===== src/rtl/main_memory_ctrl_pkg.sv =====
// Shared configuration for the main-memory stage: geometry, FSM encoding and
// the captured-request record.
package main_memory_config;
  localparam int MAIN_MEMORY_ADDRESS_WIDTH = 32;
  localparam int MAIN_MEMORY_DATA_WIDTH    = 128;
  localparam int MAIN_MEMORY_BLOCK_SIZE    = 4;
  localparam int MAIN_MEMORY_NUM_BLOCKS    = 8;
  localparam int MAIN_MEMORY_SIZE          = MAIN_MEMORY_NUM_BLOCKS * MAIN_MEMORY_BLOCK_SIZE;

  localparam int BLOCK_W          = 8 * MAIN_MEMORY_BLOCK_SIZE;
  localparam int BLOCKS_PER_LINE  = MAIN_MEMORY_DATA_WIDTH / BLOCK_W;
  localparam int LINE_OFFSET_BITS = $clog2(MAIN_MEMORY_DATA_WIDTH / 8);
  localparam int BLOCK_INDEX_BITS = $clog2(MAIN_MEMORY_NUM_BLOCKS);
  localparam int LANE_BITS        = $clog2(BLOCKS_PER_LINE);
  localparam int LINE_IDX_BITS    = BLOCK_INDEX_BITS - LANE_BITS;
  localparam int MEM_ADDR_BITS    = $clog2(MAIN_MEMORY_SIZE);

  // Storage must hold a whole number of lines; checked at elaboration.
  localparam bit CFG_LINES_WHOLE = (MAIN_MEMORY_NUM_BLOCKS % BLOCKS_PER_LINE) == 0;

  typedef enum logic [1:0] {IDLE, ACCESS, RESPOND} mem_state_t;

  typedef struct packed {
    logic                                 write;
    logic [MAIN_MEMORY_ADDRESS_WIDTH-1:0] addr;
    logic [MAIN_MEMORY_DATA_WIDTH-1:0]    wdata;
  } mem_req_t;
endpackage


===== src/rtl/main_memory_ctrl_array.sv =====
// Block storage: reset-initialised blocks, combinational line read, line write
// on enable, with out-of-range accesses suppressed.
module main_memory_array
  import main_memory_config::*;
(
  input  logic                                 clk,
  input  logic                                 rst_n,
  input  logic                                 en,
  input  logic                                 we,
  input  logic [MAIN_MEMORY_ADDRESS_WIDTH-1:0] addr,
  input  logic [MAIN_MEMORY_DATA_WIDTH-1:0]    wdata,
  output logic [MAIN_MEMORY_DATA_WIDTH-1:0]    rdata,
  output logic                                 oob
);
  if (!CFG_LINES_WHOLE) begin : g_cfg_bad
    $error("main_memory_array: block count is not a multiple of blocks per line");
  end

  logic [BLOCK_W-1:0]       mem_q [MAIN_MEMORY_NUM_BLOCKS];
  logic [BLOCK_W-1:0]       mem_d [MAIN_MEMORY_NUM_BLOCKS];
  logic [LINE_IDX_BITS-1:0] line_idx;
  logic                     wr_en;

  // Any set bit above the memory span is out of range; no wrap into low memory.
  assign oob      = |addr[MAIN_MEMORY_ADDRESS_WIDTH-1:MEM_ADDR_BITS];
  assign line_idx = addr[MEM_ADDR_BITS-1:LINE_OFFSET_BITS];
  assign wr_en    = en && we && !oob;

  for (genvar k = 0; k < BLOCKS_PER_LINE; k++) begin : g_lane
    assign rdata[k*BLOCK_W +: BLOCK_W] =
      (en && !oob) ? mem_q[{line_idx, LANE_BITS'(k)}] : '0;
  end

  always_comb begin
    mem_d = mem_q;
    if (wr_en) begin
      for (int k = 0; k < BLOCKS_PER_LINE; k++) begin
        mem_d[{line_idx, LANE_BITS'(k)}] = wdata[k*BLOCK_W +: BLOCK_W];
      end
    end
  end

  always_ff @(posedge clk or negedge rst_n) begin
    if (!rst_n) begin
      for (int b = 0; b < MAIN_MEMORY_NUM_BLOCKS; b++) mem_q[b] <= BLOCK_W'(b);
    end else begin
      mem_q <= mem_d;
    end
  end
endmodule


===== src/rtl/main_memory_ctrl.sv =====
// Main-memory controller: one request in flight, fixed access latency,
// registered response held until the consumer takes it.
module main_memory_ctrl
  import main_memory_config::*;
#(
  parameter int ACCESS_LATENCY = 4,
  parameter int ADDR_W         = MAIN_MEMORY_ADDRESS_WIDTH,
  parameter int DATA_W         = MAIN_MEMORY_DATA_WIDTH
) (
  input  logic              clk,
  input  logic              rst_n,
  input  logic              req_valid,
  output logic              req_ready,
  input  logic              req_write,
  input  logic [ADDR_W-1:0] req_addr,
  input  logic [DATA_W-1:0] req_wdata,
  output logic              resp_valid,
  input  logic              resp_ready,
  output logic [DATA_W-1:0] resp_rdata,
  output logic              resp_error,
  output logic              busy
);
  localparam int CNT_W = (ACCESS_LATENCY > 1) ? $clog2(ACCESS_LATENCY) : 1;

  mem_state_t        state_q, state_d;
  logic [CNT_W-1:0]  cnt_q, cnt_d;
  mem_req_t          req_q, req_d;
  logic [DATA_W-1:0] rdata_q, rdata_d;
  logic              error_q, error_d;
  logic              req_ready_q, req_ready_d;
  logic              resp_valid_q, resp_valid_d;
  logic              busy_q, busy_d;

  logic              arr_en;
  logic [DATA_W-1:0] arr_rdata;
  logic              arr_oob;

  assign arr_en = (state_q == ACCESS) && (cnt_q == '0);

  main_memory_array u_array (
    .clk   (clk),
    .rst_n (rst_n),
    .en    (arr_en),
    .we    (req_q.write),
    .addr  (req_q.addr),
    .wdata (req_q.wdata),
    .rdata (arr_rdata),
    .oob   (arr_oob)
  );

  always_comb begin
    state_d = state_q;
    cnt_d   = cnt_q;
    req_d   = req_q;
    rdata_d = rdata_q;
    error_d = error_q;
    case (state_q)
      IDLE: if (req_valid && req_ready_q) begin
        req_d   = '{write: req_write, addr: req_addr, wdata: req_wdata};
        cnt_d   = CNT_W'(ACCESS_LATENCY - 1);
        state_d = ACCESS;
      end
      ACCESS: if (cnt_q == '0) begin
        rdata_d = req_q.write ? '0 : arr_rdata;
        error_d = arr_oob;
        state_d = RESPOND;
      end else begin
        cnt_d = cnt_q - 1'b1;
      end
      RESPOND: if (resp_ready) state_d = IDLE;
      default: state_d = IDLE;
    endcase
    // Handshake outputs are registered copies of the next-state decode.
    req_ready_d  = (state_d == IDLE);
    resp_valid_d = (state_d == RESPOND);
    busy_d       = (state_d != IDLE);
  end

  always_ff @(posedge clk or negedge rst_n) begin
    if (!rst_n) begin
      state_q      <= IDLE;
      cnt_q        <= '0;
      req_q        <= '0;
      rdata_q      <= '0;
      error_q      <= 1'b0;
      req_ready_q  <= 1'b1;
      resp_valid_q <= 1'b0;
      busy_q       <= 1'b0;
    end else begin
      state_q      <= state_d;
      cnt_q        <= cnt_d;
      req_q        <= req_d;
      rdata_q      <= rdata_d;
      error_q      <= error_d;
      req_ready_q  <= req_ready_d;
      resp_valid_q <= resp_valid_d;
      busy_q       <= busy_d;
    end
  end

  assign req_ready  = req_ready_q;
  assign resp_valid = resp_valid_q;
  assign resp_rdata = rdata_q;
  assign resp_error = error_q;
  assign busy       = busy_q;
endmodule


===== config.mk =====
export PLATFORM = sky130hd
export DESIGN_NAME = main_memory_ctrl
export DESIGN_NICKNAME = d
export VERILOG_FILES = /design/src/rtl/main_memory_ctrl_pkg.sv /design/src/rtl/main_memory_ctrl_array.sv /design/src/rtl/main_memory_ctrl.sv
export SDC_FILE = /design/constraint.sdc
export NUM_CORES = 1
export LEC_CHECK = 0
export BUFFER_PORTS_ARGS = -buffer_cell sky130_fd_sc_hd__buf_2
export CELL_PAD_IN_SITES_DETAIL_PLACEMENT = 1
export CELL_PAD_IN_SITES_GLOBAL_PLACEMENT = 2
export CORE_UTILIZATION = 45
export DETAILED_ROUTE_END_ITERATION = 8
export HOLD_SLACK_MARGIN = 0.12
export PLACE_DENSITY = 0.89
export REMOVE_ABC_BUFFERS = 1
export SLEW_MARGIN = 30
export SYNTH_ARGS = -nofsm -noshare
export SYNTH_HDL_FRONTEND = slang
export SYNTH_SLANG_ARGS = --single-unit
export TNS_END_PERCENT = 10

===== constraint.sdc =====
create_clock -name clk -period 4 [get_ports clk]
set_input_delay 0.6 -clock clk [delete_from_list [all_inputs] [get_ports clk]]
set_output_delay 0.6 -clock clk [all_outputs]
set_load 0.05 [all_outputs]

## Yosys cells after proc, flatten, opt, wreduce, memory -nomap -nowiden

Index checks and enable logic that the tools add are counted.

- $add $sub $neg: 1
- Magnitude comparators: 8
- Equal/unequal tests: 5
- Multiplexer cells: 36
- Bitwise logic cells: 4
- Reduce and logical (&&, ||, !) cells: 19

Operators by type and width:

| kind | count |
|---|---|
| $bwmux 256 | 4 |
| $mux 32 | 16 |
| $bmux 32 s3 | 4 |
| $demux 32 s3 | 4 |
| $mux 128 | 1 |
| $reduce_or 27->1 | 1 |
| $ge 4x4->1 const B | 4 |
| $lt 4x1->1 const B | 4 |
| $not 3->4 | 4 |
| $mux 2 | 5 |
| $logic_and 1x1->1 | 9 |
| $logic_not 2->1 | 3 |
| $pmux 2 s3 | 1 |
| $eq 2x2->1 const B | 2 |
| $ne 2x2->1 const B | 2 |
| $pmux 2 s2 | 1 |
| $reduce_and 2->1 | 2 |
| $reduce_bool 2->1 | 2 |
| $reduce_and 3->1 | 1 |
| $eq 2x1->1 const B | 1 |
| $sub 2x1->2 const B | 1 |
| $logic_not 1->1 | 1 |

- Bits in registers: 553
- Input bits: 165
- Output and inout bits: 132
- Logic and storage cells: 91

## Depth between registers and ports, before layout

- Depth after elaboration: 9
- Depth in mapped cells: 8
- Mapped depth without buffers: 6

## Modules after synthesis

Synthesis repeated with hierarchy kept, for this count alone.

- Cell total of the unflattened synthesis: 1762
- Area total of the unflattened synthesis: 24878.9 µm²

Modules (own cells, without submodules):

| module | instances | cells each | area each (µm²) | sequential area each (µm²) |
|---|---|---|---|---|
| main_memory_array | 1 | 841 | 12604.6 | 6421.2 |
| main_memory_ctrl | 1 | 921 | 12274.3 | 7433.4 |

## Worst setup path after synthesis

OpenSTA, ideal clock, no wires.

- Path type: register to register
- Start point: register req_ready_q, in the netlist req_ready
- End point: register req_q[100] in the netlist's numbering
- Library setup time: 0.125 ns
- Arrival: 1.981 ns
- Required time: 3.875 ns
- Slack: 1.894 ns
- Stages on the path, launching flop included: 6
- Buffers on the path: 3
- Period minus slack after synthesis: 2.106 ns
- Cells stage by stage: dfstp_2 nor4bb_1 clkbuf_1 clkbuf_1 buf_2 mux2_2

- Word-level cells in the longest chain between the ends: 2

RTL lines:

| element | line | source |
|---|---|---|
| start: declaration | main_memory_ctrl.sv:30 | `logic req_ready_q, req_ready_d;` |
| start signal: assignment | main_memory_ctrl.sv:95 | `req_ready_q <= req_ready_d;` |
| $logic_and 1x1->1 | main_memory_ctrl.sv:58 | `IDLE: if (req_valid && req_ready_q) begin` |
| $reduce_and 2->1 (no source line) | -- |  |
| end signal: assignment | main_memory_ctrl.sv:92 | `req_q <= req_d;` |
| end: declaration | main_memory_ctrl.sv:27 | `mem_req_t req_q, req_d;` |

Every way passes these cells.
A chain may end at the register's enable or synchronous reset.

## Worst setup path in the final report

- Start point: register cnt_q[0]
- End point: register rdata_q[126], in the netlist resp_rdata[126]

- Word-level cells in the longest chain between the ends: 5
- Elaborated cells between the ends (all ways): 6
- Those cells by class: mux: 2; reduce/logical: 4

RTL lines:

| element | line | source |
|---|---|---|
| start: declaration | main_memory_ctrl.sv:26 | `logic [CNT_W-1:0] cnt_q, cnt_d;` |
| start signal: assignment | main_memory_ctrl.sv:91 | `cnt_q <= cnt_d;` |
| $logic_not 2->1 (*) | main_memory_ctrl.sv:38, main_memory_ctrl.sv:63 |  |
| $logic_and 1x1->1 | main_memory_ctrl.sv:38 | `assign arr_en = (state_q == ACCESS) && (cnt_q == '0);` |
| $logic_and 1x1->1 | main_memory_ctrl_array.sv:31 | `(en && !oob) ? mem_q[{line_idx, LANE_BITS'(k)}] : '0;` |
| $mux 32 | main_memory_ctrl_array.sv:31 |  |
| $mux 128 | main_memory_ctrl.sv:64 | `rdata_d = req_q.write ? '0 : arr_rdata;` |
| end signal: assignment | main_memory_ctrl.sv:93 | `rdata_q <= rdata_d;` |
| end: declaration | main_memory_ctrl.sv:28 | `logic [DATA_W-1:0] rdata_q, rdata_d;` |

Mark *: on every way between the ends. The rest lies on a longest branch, timed or not.

==> flow_summary.yaml <==
setup_path:
  timing.setup.critical_path_class: "reg -> reg"
  critical_path.endpoint_type: "flop"
  critPathMaxStageDelay_ns: 0.76
  arrival_ns: 3.32
  critPathSlowestCell: "sky130_fd_sc_hd__or3_4"
  cp_cell_instances: "inv_1 -> ha_1 -> and3b_1 -> nand4_1 -> or3_4 -> buf_12 -> o21ai_0"
  cp.required_ns: 4.48
  crit_path_start_kind: "flop"
  timing.critical_path.fanout_max: 58
die:
  die_w_um: 227
  die_height_um: 227
  floorplan.die_area_sq_mm: 0.0516
  core_area_sq_mm: 0.0501
  design.portCount: 297
  floorplan.initialDensity: 0.455
  floorplan.rows: 82
logic_synthesis:
  async_flop_share: 1.00
  synth-warning-count: 0
  yosys_register_bits: 549
  synth-edff-count: 0
  ys_types: 32
  synth_seq_area_share: 0.603
  syn_inst: 1471
  post_synth_design_cell_area_sq_mm: 0.0228
  dominant_synthesized_flop_cell: "sky130_fd_sc_hd__dfrtp_1"
  syn_avg_cell_area_sq_um: 15.5
timing:
  achievable-frequency_mhz: 352
  clock_skew_ns: 0.0189
  final_cycle_share: 0.710
  rsz0062_at_grt: "no"
  final_slew_viol_count: 0
  setup_viol_count_final: 0
  sum_of_negative_setup_slack_ns: 0
  worstMarginPinSlew_ns: 0.883
  worst_slew_margin_rel: 0.411
  hold_viol: 0
  timing.final.crit_period_ns: 2.84
  holdWs_ns: 0.225
power_and_ir_drop:
  power_uw: 14900
  power.density_cell_area_mw_per_mm2: 563
  peakVddDrop_mv: 0.372
  leakagePower_uw: 0.0127
clock_network:
  clk-insertion-delay-late_ns: 0.60
  cts_tree: "yes"
  numCtsBuffers: 58
  cts.htree.levels: 2
  clk_pin_slew_worst_paths_ns: 0.06
  post_cts.resized_instances: 0
  cts.repair_timing.setup_buffer_count: 0
  cts.path.max_buffers: 3
  root_buffer: "sky130_fd_sc_hd__clkbuf_16"
  cts.sinks: 549
  cts_hold_buffers: 1
route:
  drc: 0
  drt_iter0_drc: 568
  dr.pass1.iters: 4
  vias: 12900
  vias_per_cell: 5.18
  wl_per_cell_um: 21.3
  total_routed_length_mm: 52.7
  final_antenna_net_count: 0
placed_design:
  detailed_place_hpwl_mm: 31.1
  placement.io_buffers: 292
  dpl-instance-area_sq_mm: 0.0246
  gpl.final_weighted_congestion: 0.736
grt:
  groute.layer.met2.usage: 0.350
  grt_start_max_net_pins: 131
  global_route_met3_utilization: 0.0541
  grtUsageTotal: 0.207
  global_route_wire_length_before_repair_mm: 83.5
  antenna_found_initial: 15
  gr-total-overflow: 0
  grt_use_met1: 0.265
  busiest_layer: "met2"
  via_count_of_the_first_global_routing_pass: 14500
finish:
  design_area_sq_mm: 0.0265
  final_nets: 1924
  utilization: 0.530
  fillers: 4944
  syn_to_final_growth_pct: 16.4
  drive_gt1_frac: 0.465
  seq_area_sq_mm: 0.0138
  multi_input_comb_area_sq_mm: 0.00816
job:
  maxCapViolCount: 0
hold_path:
  hold_class: "in -> reg"
outcome:
  result_of_the_run: "complete, no violations"
==> logic make-up (layout without fill, tap and decap cells) <==
family                   after synthesis  count (layout)  synth area share
other                                  0               3                 0
adder cells (fa/ha/maj)                1               1          0.000549
AO/OA/AOI/OAI                        136             136            0.0302
flip-flops                           549             549             0.603
buffers and inverters                 93             428            0.0399
AND/OR/NAND/NOR                      153             153            0.0307
multiplexers                         539             539             0.295
==> report_power, final <==
part / switching, uW / internal (uW)
combinational: 1130 / 1280
clock: 2180 / 3200
sequential: 725 / 6430
==> sequential cells by signal (all words and copies together) (netlist names), 2 cells and up <==
| name | count |
|---|---|
| req_q | 157 |
| cnt_q | 2 |
| u_array.mem_q | 256 |
| state_q | 2 |
| resp_rdata | 128 |
==> per-stage QoR <==
| stage | setup WS (ns) | instances |
|---|---|---|
| after global placement | 1.31 | 2368 |
| final | 1.16 | 2481 |
| after global routing | 1.03 | 2480 |
| after CTS | 1.10 | 2477 |
| after floorplan | -13.39 | 1382 |
| after detailed placement | 1.17 | 2368 |
==> synth_stat cells (2+ instances only) <==
cell type | count | area share
sky130_fd_sc_hd__dfrtp_1 | 536 | 0.59
sky130_fd_sc_hd__mux2_4 | 220 | 0.14
sky130_fd_sc_hd__mux2_2 | 187 | 0.092
sky130_fd_sc_hd__nand2_1 | 131 | 0.022
sky130_fd_sc_hd__mux2i_1 | 128 | 0.056
sky130_fd_sc_hd__o21ai_1 | 101 | 0.022
sky130_fd_sc_hd__clkbuf_1 | 33 | 0.0054
sky130_fd_sc_hd__o21ai_0 | 31 | 0.0068
sky130_fd_sc_hd__buf_12 | 26 | 0.023
sky130_fd_sc_hd__buf_6 | 16 | 0.0079
sky130_fd_sc_hd__buf_2 | 14 | 0.0031
sky130_fd_sc_hd__dfstp_2 | 13 | 0.015
sky130_fd_sc_hd__inv_1 | 4 | 0.00066
sky130_fd_sc_hd__mux2_1 | 4 | 0.0020
sky130_fd_sc_hd__nor2_1 | 4 | 0.00066
sky130_fd_sc_hd__nor4_2 | 3 | 0.0016
sky130_fd_sc_hd__nor4_4 | 3 | 0.0028
sky130_fd_sc_hd__nand2b_1 | 2 | 0.00055
sky130_fd_sc_hd__nor4_1 | 2 | 0.00055
==> routing by layer <==
layer | vias up | part of all wire
met5 | - | 0.0030
met4 | 24 | 0.020
met3 | 104 | 0.053
met2 | 233 | 0.50
met1 | 6776 | 0.42
li1 | 5719 | -
==> critical path: cells and delay by family (launching register included) <==
family	cells	cell delay, ns
fa+ha+maj	1	0.26
simple gates	3	1.32
compound gates	1	0.29
buf+inv	2	0.43
flops	1	0.40
==> worst paths after layout <==
check | start | to | slack, ns | depth (start not counted)
worst max-delay path | cnt_q[0]$_DFFE_PN0P_ | resp_rdata[126]$_DFFE_PN0N_ | 1.16 | 7
worst min-delay path | req_write | req_q[160]$_DFFE_PN0P_ | 0.23 | 3
worst max register to register | cnt_q[0]$_DFFE_PN0P_ | resp_rdata[126]$_DFFE_PN0N_ | 1.16 | 7
worst min register to register | resp_rdata[108]$_DFFE_PN0N_ | resp_rdata[108]$_DFFE_PN0N_ | 0.47 | 2
max in group asynchronous | rst_n | u_array.mem_q[2]$_DFFE_PN1P_ | 2.24 | 4
min in group asynchronous | rst_n | u_array.mem_q[38]$_DFFE_PN0P_ | 0.52 | 2
==> placed cells by master, fill, tap and decap left out, drive strengths merged, types with 8 or more instances in the layout <==
| master | instances |
|---|---|
| o21ai | 132 |
| nand2 | 131 |
| clkinv | 9 |
| nor4 | 8 |
| clkbuf | 96 |
| dfrtp | 536 |
| mux2i | 128 |
| dfstp | 13 |
| buf | 315 |
| mux2 | 411 |
==> cell type report <==
cell class,count,share of cell area
clock inverters,12,0.00429
repair buffers,316,0.0692
clock buffers,96,0.0684
inverters,4,0.000566
well taps,672,0.0317
multi-input cells,829,0.307
diodes,3,0.000283
flip-flops and latches,549,0.518
Power figures use the tool's default switching activity.
